<file path="src/rtl/ulpi_rx_pck_pkg.sv">
// ULPI receive-path shared constants: FSM state encoding, FIFO entry tags,
// end-of-packet status codes and the FIFO entry payload layout.
package ulpi_rx_pck_pkg;

  localparam int unsigned BYTE_W  = 8;
  localparam int unsigned TAG_W   = 2;
  localparam int unsigned ENTRY_W = TAG_W + BYTE_W;

  // Receiver FSM states
  typedef enum logic [1:0] {
    RX_IDLE = 2'd0,
    RX_TURN = 2'd1,
    RX_BUS  = 2'd2
  } rx_state_e;

  // FIFO entry tags
  typedef enum logic [TAG_W-1:0] {
    TAG_DATA  = 2'b00,
    TAG_RXCMD = 2'b01,
    TAG_EOP   = 2'b10,
    TAG_RSVD  = 2'b11
  } rx_tag_e;

  // End-of-packet status bytes
  localparam logic [BYTE_W-1:0] EOP_OK   = 8'h00;
  localparam logic [BYTE_W-1:0] EOP_ERR  = 8'h01;
  localparam logic [BYTE_W-1:0] EOP_DROP = 8'h02;
  localparam logic [BYTE_W-1:0] EOP_BOTH = 8'h03;

  // RX CMD RxEvent field value for RxError
  localparam logic [1:0] RXEV_ERROR = 2'b11;

  // One FIFO entry
  typedef struct packed {
    rx_tag_e           tag;
    logic [BYTE_W-1:0] data;
  } rx_entry_t;

  // Packet status byte from the error and drop flags
  function automatic logic [BYTE_W-1:0] eop_status(input logic err, input logic drop);
    logic [BYTE_W-1:0] s;
    unique case ({drop, err})
      2'b00:   s = EOP_OK;
      2'b01:   s = EOP_ERR;
      2'b10:   s = EOP_DROP;
      default: s = EOP_BOTH;
    endcase
    return s;
  endfunction

endpackage

</file>
<file path="src/rtl/ulpi_rx_fifo.sv">
// ULPI_RX_FIFO: first-word fall-through FIFO for tagged receive entries.
// Ports:
//   clk_i, rst_i   clock, synchronous active-high reset
//   push_i/data_i  write request and entry
//   pop_i          read request (ignored when empty)
//   head_o         current head entry, straight from the storage registers
//   valid_o        FIFO non-empty
//   drop_o         this cycle's push is discarded (full and no pop)
module ulpi_rx_fifo #(
  parameter int unsigned WIDTH = 10,
  parameter int unsigned DEPTH = 16
) (
  input  logic             clk_i,
  input  logic             rst_i,
  input  logic             push_i,
  input  logic [WIDTH-1:0] data_i,
  input  logic             pop_i,
  output logic [WIDTH-1:0] head_o,
  output logic             valid_o,
  output logic             drop_o
);

  localparam int unsigned AW = $clog2(DEPTH);
  localparam int unsigned CW = AW + 1;

  logic [WIDTH-1:0] mem_q [DEPTH];
  logic [AW-1:0]    wr_ptr_q, wr_ptr_d;
  logic [AW-1:0]    rd_ptr_q, rd_ptr_d;
  logic [CW-1:0]    count_q, count_d;
  logic             full_c, pop_c, accept_c;

  // A pop frees the slot a same-cycle push into a full FIFO needs
  assign full_c   = (count_q == CW'(DEPTH));
  assign pop_c    = pop_i && (count_q != '0);
  assign accept_c = push_i && (!full_c || pop_c);

  assign head_o  = mem_q[rd_ptr_q];
  assign valid_o = (count_q != '0);
  assign drop_o  = push_i && full_c && !pop_c;

  // Pointer and occupancy next state; pointers wrap naturally at DEPTH
  always_comb begin
    wr_ptr_d = wr_ptr_q;
    rd_ptr_d = rd_ptr_q;
    count_d  = count_q;
    if (accept_c) wr_ptr_d = wr_ptr_q + AW'(1);
    if (pop_c)    rd_ptr_d = rd_ptr_q + AW'(1);
    unique case ({accept_c, pop_c})
      2'b10:   count_d = count_q + CW'(1);
      2'b01:   count_d = count_q - CW'(1);
      default: count_d = count_q;
    endcase
  end

  // Control registers
  always_ff @(posedge clk_i) begin
    if (rst_i) begin
      wr_ptr_q <= '0;
      rd_ptr_q <= '0;
      count_q  <= '0;
    end else begin
      wr_ptr_q <= wr_ptr_d;
      rd_ptr_q <= rd_ptr_d;
      count_q  <= count_d;
    end
  end

  // Storage, no reset needed: contents are qualified by count_q
  always_ff @(posedge clk_i) begin
    if (accept_c) mem_q[wr_ptr_q] <= data_i;
  end

endmodule

</file>
<file path="src/rtl/ulpi_rx_pck.sv">
// ULPI_RX_PCK: classifies ULPI receive bytes (data / RX CMD / end-of-packet
// status) and queues them as tagged entries in ULPI_RX_FIFO.
// Ports:
//   clk_ext, rst          60 MHz PHY clock, synchronous active-high reset
//   EN                    receiver enable (bytes still tracked when 0)
//   DIR, NXT, ULPI_DATA_IN  ULPI bus input view
//   RD_EN                 consumer pop
//   OUT_DATA/OUT_TAG/OUT_VALID  FIFO head (first-word fall-through)
//   LINESTATE             line state of the last RX CMD
//   RX_ACTIVE             packet in progress
//   BUSY                  FSM away from RX_IDLE
//   OVERFLOW              sticky: an entry was dropped on a full FIFO
module ulpi_rx_pck
  import ulpi_rx_pck_pkg::*;
#(
  parameter int unsigned FIFO_DEPTH   = 16,
  parameter bit          RXCMD_FILTER = 1'b1
) (
  input  logic              clk_ext,
  input  logic              rst,
  input  logic              EN,
  input  logic              DIR,
  input  logic              NXT,
  input  logic [BYTE_W-1:0] ULPI_DATA_IN,
  input  logic              RD_EN,
  output logic [BYTE_W-1:0] OUT_DATA,
  output logic [TAG_W-1:0]  OUT_TAG,
  output logic              OUT_VALID,
  output logic [1:0]        LINESTATE,
  output logic              RX_ACTIVE,
  output logic              BUSY,
  output logic              OVERFLOW
);

  rx_state_e         state_q, state_d;
  logic              rx_active_q, rx_active_d;
  logic [1:0]        linestate_q, linestate_d;
  logic [BYTE_W-1:0] last_cmd_q, last_cmd_d;
  logic              err_q, err_d;
  logic              drop_q, drop_d;
  logic              eop_pend_q, eop_pend_d;
  logic              ovf_q, ovf_d;
  logic              stg_vld_q, stg_vld_d;
  rx_entry_t         stg_q, stg_d;

  logic              start_c, err_set_c, eop_req_c, new_act_c;
  logic              fifo_drop_c;
  logic [ENTRY_W-1:0] fifo_head_c;
  rx_entry_t         head_c;

  // Classification and FSM next state
  always_comb begin
    state_d     = state_q;
    rx_active_d = rx_active_q;
    linestate_d = linestate_q;
    last_cmd_d  = last_cmd_q;
    eop_pend_d  = 1'b0;
    stg_vld_d   = 1'b0;
    stg_d       = '0;
    start_c     = 1'b0;
    err_set_c   = 1'b0;
    eop_req_c   = 1'b0;
    new_act_c   = 1'b0;

    unique case (state_q)
      RX_IDLE: begin
        if (DIR) state_d = RX_TURN;
      end
      RX_TURN: begin
        if (DIR) begin
          state_d = RX_BUS;
          // NXT during turnaround: RxActive without an RX CMD
          if (NXT && !rx_active_q) begin
            rx_active_d = 1'b1;
            start_c     = 1'b1;
          end
        end else begin
          state_d = RX_IDLE;
        end
      end
      RX_BUS: begin
        if (!DIR) begin
          state_d = RX_IDLE;
          if (rx_active_q) begin
            rx_active_d = 1'b0;
            eop_req_c   = 1'b1;
          end
        end else if (NXT) begin
          if (EN && rx_active_q) begin
            stg_vld_d = 1'b1;
            stg_d     = '{tag: TAG_DATA, data: ULPI_DATA_IN};
          end
        end else begin
          linestate_d = ULPI_DATA_IN[1:0];
          new_act_c   = (ULPI_DATA_IN[5:4] != 2'b00);
          rx_active_d = new_act_c;
          start_c     = !rx_active_q && new_act_c;
          err_set_c   = (ULPI_DATA_IN[5:4] == RXEV_ERROR);
          // EOP follows its RX CMD one cycle later to keep entry order
          eop_pend_d  = rx_active_q && !new_act_c;
          // A pending EOP owns this cycle's push slot
          if (EN && !eop_pend_q &&
              (!RXCMD_FILTER || (ULPI_DATA_IN != last_cmd_q))) begin
            stg_vld_d  = 1'b1;
            stg_d      = '{tag: TAG_RXCMD, data: ULPI_DATA_IN};
            last_cmd_d = ULPI_DATA_IN;
          end
        end
      end
      default: state_d = RX_IDLE;
    endcase

    // Status includes a drop of the entry being written this very cycle
    if (eop_pend_q || eop_req_c) begin
      stg_vld_d = 1'b1;
      stg_d     = '{tag: TAG_EOP, data: eop_status(err_q, drop_q | fifo_drop_c)};
    end
  end

  // Packet flags restart with each packet; stale drops of the previous one are ignored
  always_comb begin
    if (start_c) begin
      err_d  = err_set_c;
      drop_d = 1'b0;
    end else begin
      err_d  = err_q | err_set_c;
      drop_d = drop_q | fifo_drop_c;
    end
    ovf_d = ovf_q | fifo_drop_c;
  end

  // State and pipeline registers
  always_ff @(posedge clk_ext) begin
    if (rst) begin
      state_q     <= RX_IDLE;
      rx_active_q <= 1'b0;
      linestate_q <= 2'b00;
      last_cmd_q  <= '0;
      err_q       <= 1'b0;
      drop_q      <= 1'b0;
      eop_pend_q  <= 1'b0;
      ovf_q       <= 1'b0;
      stg_vld_q   <= 1'b0;
      stg_q       <= '0;
    end else begin
      state_q     <= state_d;
      rx_active_q <= rx_active_d;
      linestate_q <= linestate_d;
      last_cmd_q  <= last_cmd_d;
      err_q       <= err_d;
      drop_q      <= drop_d;
      eop_pend_q  <= eop_pend_d;
      ovf_q       <= ovf_d;
      stg_vld_q   <= stg_vld_d;
      stg_q       <= stg_d;
    end
  end

  // Output queue, fed from the one-entry push stage
  ulpi_rx_fifo #(
    .WIDTH (ENTRY_W),
    .DEPTH (FIFO_DEPTH)
  ) u_fifo (
    .clk_i   (clk_ext),
    .rst_i   (rst),
    .push_i  (stg_vld_q),
    .data_i  (stg_q),
    .pop_i   (RD_EN),
    .head_o  (fifo_head_c),
    .valid_o (OUT_VALID),
    .drop_o  (fifo_drop_c)
  );

  assign head_c    = rx_entry_t'(fifo_head_c);
  assign OUT_DATA  = head_c.data;
  assign OUT_TAG   = head_c.tag;
  assign LINESTATE = linestate_q;
  assign RX_ACTIVE = rx_active_q;
  assign BUSY      = (state_q != RX_IDLE);
  assign OVERFLOW  = ovf_q;

endmodule

</file>
<file path="config.mk">
export PLATFORM = sky130hd
export DESIGN_NAME = ulpi_rx_pck
export DESIGN_NICKNAME = d
export VERILOG_FILES = /design/src/rtl/ulpi_rx_pck_pkg.sv /design/src/rtl/ulpi_rx_fifo.sv /design/src/rtl/ulpi_rx_pck.sv
export SDC_FILE = /design/constraint.sdc
export NUM_CORES = 1
export LEC_CHECK = 0
export CORE_MARGIN = 1
export CORE_UTILIZATION = 30
export CTS_CLUSTER_DIAMETER = 200
export DETAILED_ROUTE_END_ITERATION = 7
export PLACE_DENSITY = 0.46
export SYNTH_ARGS = -nofsm -noshare
export SYNTH_HDL_FRONTEND = slang
export SYNTH_SLANG_ARGS = --single-unit
</file>
<file path="constraint.sdc">
create_clock -name clk_ext -period 5.5 [get_ports clk_ext]
set_input_delay 1.1 -clock clk_ext [delete_from_list [all_inputs] [get_ports clk_ext]]
set_output_delay 1.1 -clock clk_ext [all_outputs]
set_load 0.05 [all_outputs]
</file>
; Word level (Yosys, flattened, before mapping)
; Memory sizes are Yosys's and may differ from the RTL's. A register that Yosys moved wholly into a read port is not among the register bits.
; Cells that the tools add are included.
[word_totals]
out_inout_bits = 16
reg_bits = 41
input_bits = 14
memories = 1
ramBits = 160
[mem_list]
columns = name, words, word_bits, read_ports, rd_clocked_by_memory_dff, wr, line
row1 = u_fifo.mem_q, 16, 10, 1, 1, 1, ulpi_rx_fifo.sv:26  ; logic [WIDTH-1:0] mem_q [DEPTH];
[op_classes]
n_addsub = 4
eq_ne = 14
reduce_logical = 31
n_mux = 39
n_bitwise = 6
[ops]
columns = op, count
row1 = 10-bit 2-to-1 mux, 4
row2 = 1-bit 2-to-1 mux, 23
row3 = 2-bit case mux with 3 select lines, 2
row4 = 1-bit logical AND, 10
row5 = 5-bit case mux with 2 select lines, 1
row6 = 9-bit 2-to-1 mux, 1
row7 = 4-bit by 1-bit adder with 4-bit output (second input constant), 2
row8 = 2-bit equality test (second input constant), 4
row9 = 4-bit 2-to-1 mux, 2
row10 = 8-bit 2-to-1 mux, 1
row11 = 2-bit != test (second input constant), 4
row12 = 8-bit != test, 1
row13 = 4-bit AND reduction, 2
row14 = 2-bit nonzero test, 4
row15 = 4-bit OR reduction, 2
row16 = 2-bit by 1-bit equality test with 1-bit output (second input constant), 3
row17 = 2-bit 2-to-1 mux, 3
row18 = 5-bit by 1-bit adder with 5-bit output (second input constant), 1
row19 = 5-bit equality test (second input constant), 1
row20 = 1-bit zero test, 5
row21 = 5-bit nonzero test, 1
row22 = 5-bit by 1-bit subtractor with 5-bit output (second input constant), 1
row23 = 2-bit zero test, 2
row24 = 1-bit case mux with 2 select lines, 2
row25 = 7 further kinds, 12

; Depth between registers and ports, before layout
; Gate-level depths: netlist of the first run.
[depth]
ltp_word = 8
depth_mapped = 13
depth_no_buf = 10

; Hierarchy
; Synthesis of the first run repeated with hierarchy kept, for this count alone.
[hier_totals]
cells_unflattened = 474
area_unflattened_um2 = 8226.6
[by_module_without_submodules]
columns = mod, area_each_um2, cells_each, n_inst, seq_area_each_um2
row1 = ulpi_rx_fifo, 6989.2, 337, 1, 5144.9
row2 = ulpi_rx_pck, 1237.4, 137, 1, 560.5

; Least setup slack after synthesis of the first run
; OpenSTA, ideal clock, no wires.
[synth_path]
path_kind = input -> register
startpoint = input RD_EN
endpoint = register u_fifo.count_q[4]
stages = 10
path_slack_ps = 2148
t_arrival_ps = 3270
required_time_ps = 5418
cell_sequence = nand2b_1 -> o21ai_4 -> ha_1 -> clkbuf_1 -> xor2_1 -> ha_1 -> a21oi_1 -> o2bb2ai_1 -> or4b_2 -> o2111ai_1
[synth_between]
elab_chain_cells = 5
elab_cells_between_ends = 7
cone_classes = 2 x eq/ne / 1 x mux / 4 x reduce/logical
[synth_lines]
columns = element, line
row1 = start: declaration, ulpi_rx_pck.sv:25  ; input logic RD_EN,
row2 = 1-bit logical AND *, ulpi_rx_fifo.sv:34  ; assign pop_c = pop_i && (count_q != '0);
row3 = 1-bit logical OR, ulpi_rx_fifo.sv:35  ; assign accept_c = push_i && (!full_c || pop_c);
row4 = 1-bit logical AND, ulpi_rx_fifo.sv:35
row5 = 2-bit by 1-bit equality test with 1-bit output or 2-bit equality test (tied branches), ulpi_rx_fifo.sv:48  ; unique case ({accept_c, pop_c})
row6 = 5-bit case mux with 2 select lines or 2-bit nonzero test (tied branches), --
row7 = end signal: assignment, ulpi_rx_fifo.sv:64  ; count_q <= count_d;
row8 = end: declaration, ulpi_rx_fifo.sv:29  ; logic [CW-1:0] count_q, count_d;
; Every way passes the cells marked *; elsewhere a longest branch is shown, timed or not.
; A chain may end at the register's enable or synchronous reset.

==> results of run 1 <==
-- worst min-delay path by stage --
stage,cells past startpoint,end,start
floorplan,2,stg_q[0],err_q
global placement,1,drop_q,drop_q
detailed placement,1,drop_q,drop_q
CTS,1,drop_q,drop_q
global route,1,err_q,err_q
finish,1,err_q,err_q
-- cell families (layout without fill, tap and decap cells) --
kind of cell	count (synthesis)	after routing	share of synthesized area (%)
xor gates and xnor gates	17	17	1.80
and+or+nand+nor	100	100	6.50
AOI/OAI and AO/OA	48	48	4.06
adders and majority gates	12	12	1.81
DFF	205	205	68.8
muxes	63	63	15.2
buffers and inverters	39	93	1.87
-- synthesized netlist by cell type (5+ instances only) --
master / number / area share, %
nand2_1: 15 / 0.68
edfxtp_1: 160 / 58
nor2_1: 25 / 1.1
o211ai_1: 5 / 0.45
nor2b_1: 5 / 0.38
buf_2: 7 / 0.42
xor2_1: 8 / 0.85
a21oi_1: 13 / 0.78
ha_1: 12 / 1.8
xnor2_1: 9 / 0.95
inv_1: 13 / 0.59
mux2i_1: 13 / 1.6
nand2b_1: 21 / 1.6
clkbuf_1: 17 / 0.77
o21ai_0: 7 / 0.42
and3_1: 8 / 0.60
dfxtp_1: 45 / 11
mux4_2: 50 / 14
-- critical path, stage by stage, from the launching register on --
cell and delay [ns]:
dfxtp_2 1.10, mux4_2 0.44, mux4_2 0.53, clkdlybuf4s50_1 0.74
-- cell type report --
cell class / count / area share [%]
flip-flops and latches: 205 / 58.5
multi-input cells: 240 / 25.2
clock buffers: 32 / 6.55
well taps: 341 / 4.37
repair buffers: 37 / 3.72
clock inverters: 10 / 1.15
inverters: 14 / 0.538
-- state kept, by name, indices dropped and copies added, names as in the netlist, 2 cells and up, named ones only --
name	cells
LINESTATE	2
last_cmd_q	8
state_q	2
stg_q	10
u_fifo.count_q	5
u_fifo.mem_q	160
u_fifo.rd_ptr_q	4
u_fifo.wr_ptr_q	4
-- layout by cell type (no fill, tap or decap), types with 15 or more instances in the layout --
master           count
edfxtp_1           160
mux4_2              50
dfxtp_1             43
clkdlybuf4s50_1     29
nor2_1              23
clkbuf_16           23
nand2b_1            21
nand2_1             15
-- per-stage QoR --
step	std cells	util (%)	total power [mW]	instance area [µm²]
2_1_floorplan	484	-	1.78	8290
3_3_place_gp	837	33.3	1.81	9010
3_5_place_dp	837	33.3	1.82	9010
4_1_cts	879	36.1	3.33	9760
5_1_grt	879	36.1	3.40	9760
6_report	879	36.1	3.29	9760
-- report_power, final --
group	internal, mW	total (mW)	switching [mW]
sequential	1.65	1.66	0.00671
combinational	0.0552	0.122	0.0670
clock	0.909	1.51	0.597
-- metal layers --
metal | global-route usage [%] | wire (µm) | vias to the layer above
met3 | 2.30 | 766 | 22
li1 | - | - | 1971
met5 | 0 | 0 | -
met1 | 18.3 | 8520 | 2184
met4 | 3.20 | 297 | 0
met2 | 22.0 | 8810 | 106
==> results_dict.tcl, run 1 <==
set metrics [dict create \
    drive_above_1_share_pct 20.1 \
    ant_nets 0 \
    fin_ws_ns 1.08 \
    clock-skew-final_ns 0.0218 \
    grt_setup_unrepaired "no" \
    cts_tree "yes" \
    ir_drop_mv 0.178 \
    vias 4283 \
    final.fill_count 2555 \
    multi_input_area_um2 2460 \
    path_class "register to output port" \
    n_antenna_cell 0 \
    drv_slew 0 \
    cts_resized 0 \
    cts_root_buf "clkbuf_16" \
    status "completed" \
    r2r_end "u_fifo.count_q[4]" \
    htree_levels 1 \
    drc 0 \
    worst_pin_slew_ns 1.17 \
    grt_pass1_wl_um 27900 \
    seq_area_frac_synth_pct 68.8 \
    clk_pin_slew_ns 0.06 \
    slew-limit-headroom_pct 22.1 \
    hold_slack_ns 0.468 \
    detail_route.wl_per_cell_um 20.9 \
    fmax_ghz 0.226 \
    cp_max_fo 40 \
    fin_setup_tns_ns 0 \
    synth.cell_area_um2 8290 \
    grt_max_degree 45 \
    nets 547 \
    crit_arrival_ns 3.32 \
    cp-start-kind "register" \
    r2r-start "u_fifo.count_q[1]" \
    die_y_um 168 \
    synth.distinct_cells 51 \
    seq_area_um2 5710 \
    cts.path.max_buffers 3 \
    antenna_found_initial 0 \
    post-route-period-util_pct 80.4 \
    fin_crit_ns 4.42 \
    ys_warn_count 0 \
    wirelength_um 18400 \
    io_buffers 29 \
    post-place-ws_ns 1.39 \
    grt.overflow.total 0 \
    cp.required_ns 4.40 \
    syn_avg_cell_area_um2 17.1 \
    die_width_um 168 \
    leakage_nw 3.45 \
    dieArea_um2 28300 \
    numCtsBuffers 23 \
    crit_end "OUT_DATA[0]" \
    grtUsageTotal_pct 13.4 \
    dr.pass1.iters 4 \
    start_util_pct 30.7 \
    synthCells 484 \
    gp_congestion 0.730 \
    ys_ff_latch 205 \
    syn2layout_area_growth_pct 17.7 \
    holdBufCountCts 0 \
    hpwl_um 11100 \
    hold_viol_final 0 \
    cp-end-kind "output port" \
    ios 30 \
    rows 60 \
    synth_edf_count 160 \
    max-cap-violations 0 \
    min_path_type "register to register" \
    powerDensity_nw_per_um2 337 \
    clock_sinks 205 \
    clock_latency_ns 0.52 \
    synth_nets 510 \
    report.final.setup_viol 0 \
    grt_pass1_vias 4477 \
    reg2reg_depth 9 \
    async_flop_share_pct 0 \
    r2r_setup_slack_ns 2.07 \
    vias_per_cell 4.87 \
    postCtsSetupBuffers 0 \
    ys.flop_type "edfxtp_1" \
    core_um2 27000 \
    drt-initial-drc-count 351 \
]
Power figures use the tool's default switching activity.
==> inputs of run 2 (changes only) <==
PLACE_DENSITY = 0.48   (was 0.46)
clock period = 3.66 ns   (was 5.5 ns; I/O delays follow)
==> results_dict.tcl, run 2 (synthesis gave the netlist of run 1 again) <==
set metrics [dict create \
    status "completed" \
    place_area_um2 9150 \
    min_path_type "register to register" \
    ios 30 \
    start_util_pct 30.7 \
    crit_chain "buf_12, mux4_2, mux4_2, clkdlybuf4s50_1" \
    drv_slew 0 \
    drt-initial-drc-count 256 \
    die_width_um 168 \
    post-route-period-util_pct 97.5 \
    antenna_found_initial 1 \
    grt.overflow.total 0 \
    cp-end-kind "output port" \
    postLayoutCoreUtil_pct 36.6 \
    top_register "u_fifo.mem_q" \
    post-place-ws_ns 0.157 \
    clock_sinks 205 \
    drc 0 \
    cts_resized 8 \
    instances_no_fill 895 \
    numCtsBuffers 23 \
    largest_register_ffs 160 \
    clk_pin_slew_ns 0.06 \
    gp_congestion 0.776 \
    cts.path.max_buffers 3 \
    clock-skew-final_ns 0.00978 \
    layout_common_cells "edfxtp_1 (160), mux4_2 (50), dfxtp_1 (43)" \
    fin_setup_tns_ns 0 \
    leakage_nw 3.53 \
    largest_registers "u_fifo.mem_q (160), stg_q (10), last_cmd_q (8)" \
    cts_tree "yes" \
    grt_max_degree 45 \
    grt_pass1_wl_um 27800 \
    grt_pass1_vias 4578 \
    final_area_um2 9900 \
    fin_ws_ns 0.0902 \
    slowest_stage "clkdlybuf4s50_1" \
    grtUsageTotal_pct 13.1 \
    slowest_delay_ns 0.73 \
    report.final.setup_viol 0 \
    seq_area_um2 5710 \
    hold_viol_final 0 \
    rows 60 \
    wirelength_um 18300 \
    dieArea_um2 28300 \
    grt_setup_unrepaired "no" \
    max-cap-violations 0 \
    core_um2 27000 \
    cp-start-kind "register" \
    fin_crit_ns 3.57 \
    holdBufCountCts 0 \
    worst_pin_slew_ns 0.752 \
    powerDensity_nw_per_um2 502 \
    path_common_cell "mux4_2" \
    placed_cells 853 \
    cp.required_ns 2.93 \
    slew-limit-headroom_pct 49.8 \
    multi_input_area_um2 2460 \
    hp-start "drop_q" \
    vias 4365 \
    cp_max_fo 16 \
    hpwl_um 11200 \
    fmax_ghz 0.280 \
    vias_per_cell 4.88 \
    syn2layout_area_growth_pct 19.4 \
    detail_route.wl_per_cell_um 20.5 \
    layout_commonest_cell "edfxtp_1" \
    htree_levels 1 \
    nets 563 \
    clock_latency_ns 0.51 \
    ant_nets 0 \
    cts_root_buf "clkbuf_16" \
    io_buffers 29 \
    final.fill_count 2534 \
    postCtsSetupBuffers 0 \
    dr.pass1.iters 4 \
    n_antenna_cell 0 \
    die_y_um 168 \
    path_class "register to output port" \
    r2r-start "u_fifo.count_q[1]" \
    ir_drop_mv 0.271 \
    drive_above_1_share_pct 22.4 \
    crit_arrival_ns 2.84 \
]
## run 2: layer usage
metal	track usage (%)	wire length, µm	share of wire (%)
met5	0	0	0
met4	3.64	433	2.4
met3	2.28	818	4.5
met2	21.8	8640	47
met1	17.7	8420	46
## run 2: path summary, 6_finish.rpt
| path | to | slack, ns | cells past startpoint |
|---|---|---|---|
| worst min-delay path | drop_q | 0.46 | 1 |
| worst max-delay path | OUT_DATA[5] | 0.09 | 4 |
| worst max register to register | u_fifo.count_q[4] | 0.52 | 9 |
| worst min register to register | drop_q | 0.46 | 1 |
## run 2: power by group
group	switching (mW)	internal [mW]	total [mW]
combinational	0.101	0.0777	0.178
clock	0.923	1.38	2.30
sequential	0.00956	2.48	2.49
## run 2: layout make-up
type / instances / area share, %
Tap cell: 341 / 4.31
Multi-Input combinational cell: 240 / 24.8
Inverter: 14 / 0.531
Sequential cell: 205 / 57.7
Clock buffer: 27 / 5.97
Timing Repair Buffer: 53 / 5.03
Clock inverter: 15 / 1.67
## run 2: metrics by stage
stage	hold slack, ns	power (mW)
after floorplan	0.435	2.66
after global placement	0.446	2.72
after detailed placement	0.452	2.72
after CTS	0.467	5.04
after global routing	0.484	5.14
final	0.463	4.97
## run 2: worst max-delay path, delay by kind of cell (launching register included)
kind                   cells  cell delay, ns
multiplexers               2            1.02
flip-flops                 1            0.37
buffers and inverters      2            0.92
==> inputs of run 3 (changes only) <==
ABC_CLOCK_PERIOD_IN_PS = 3660   (was unset)
==> results of run 3 <==
Same layout as run 2: the final DEF is identical, and so are final timing and power.
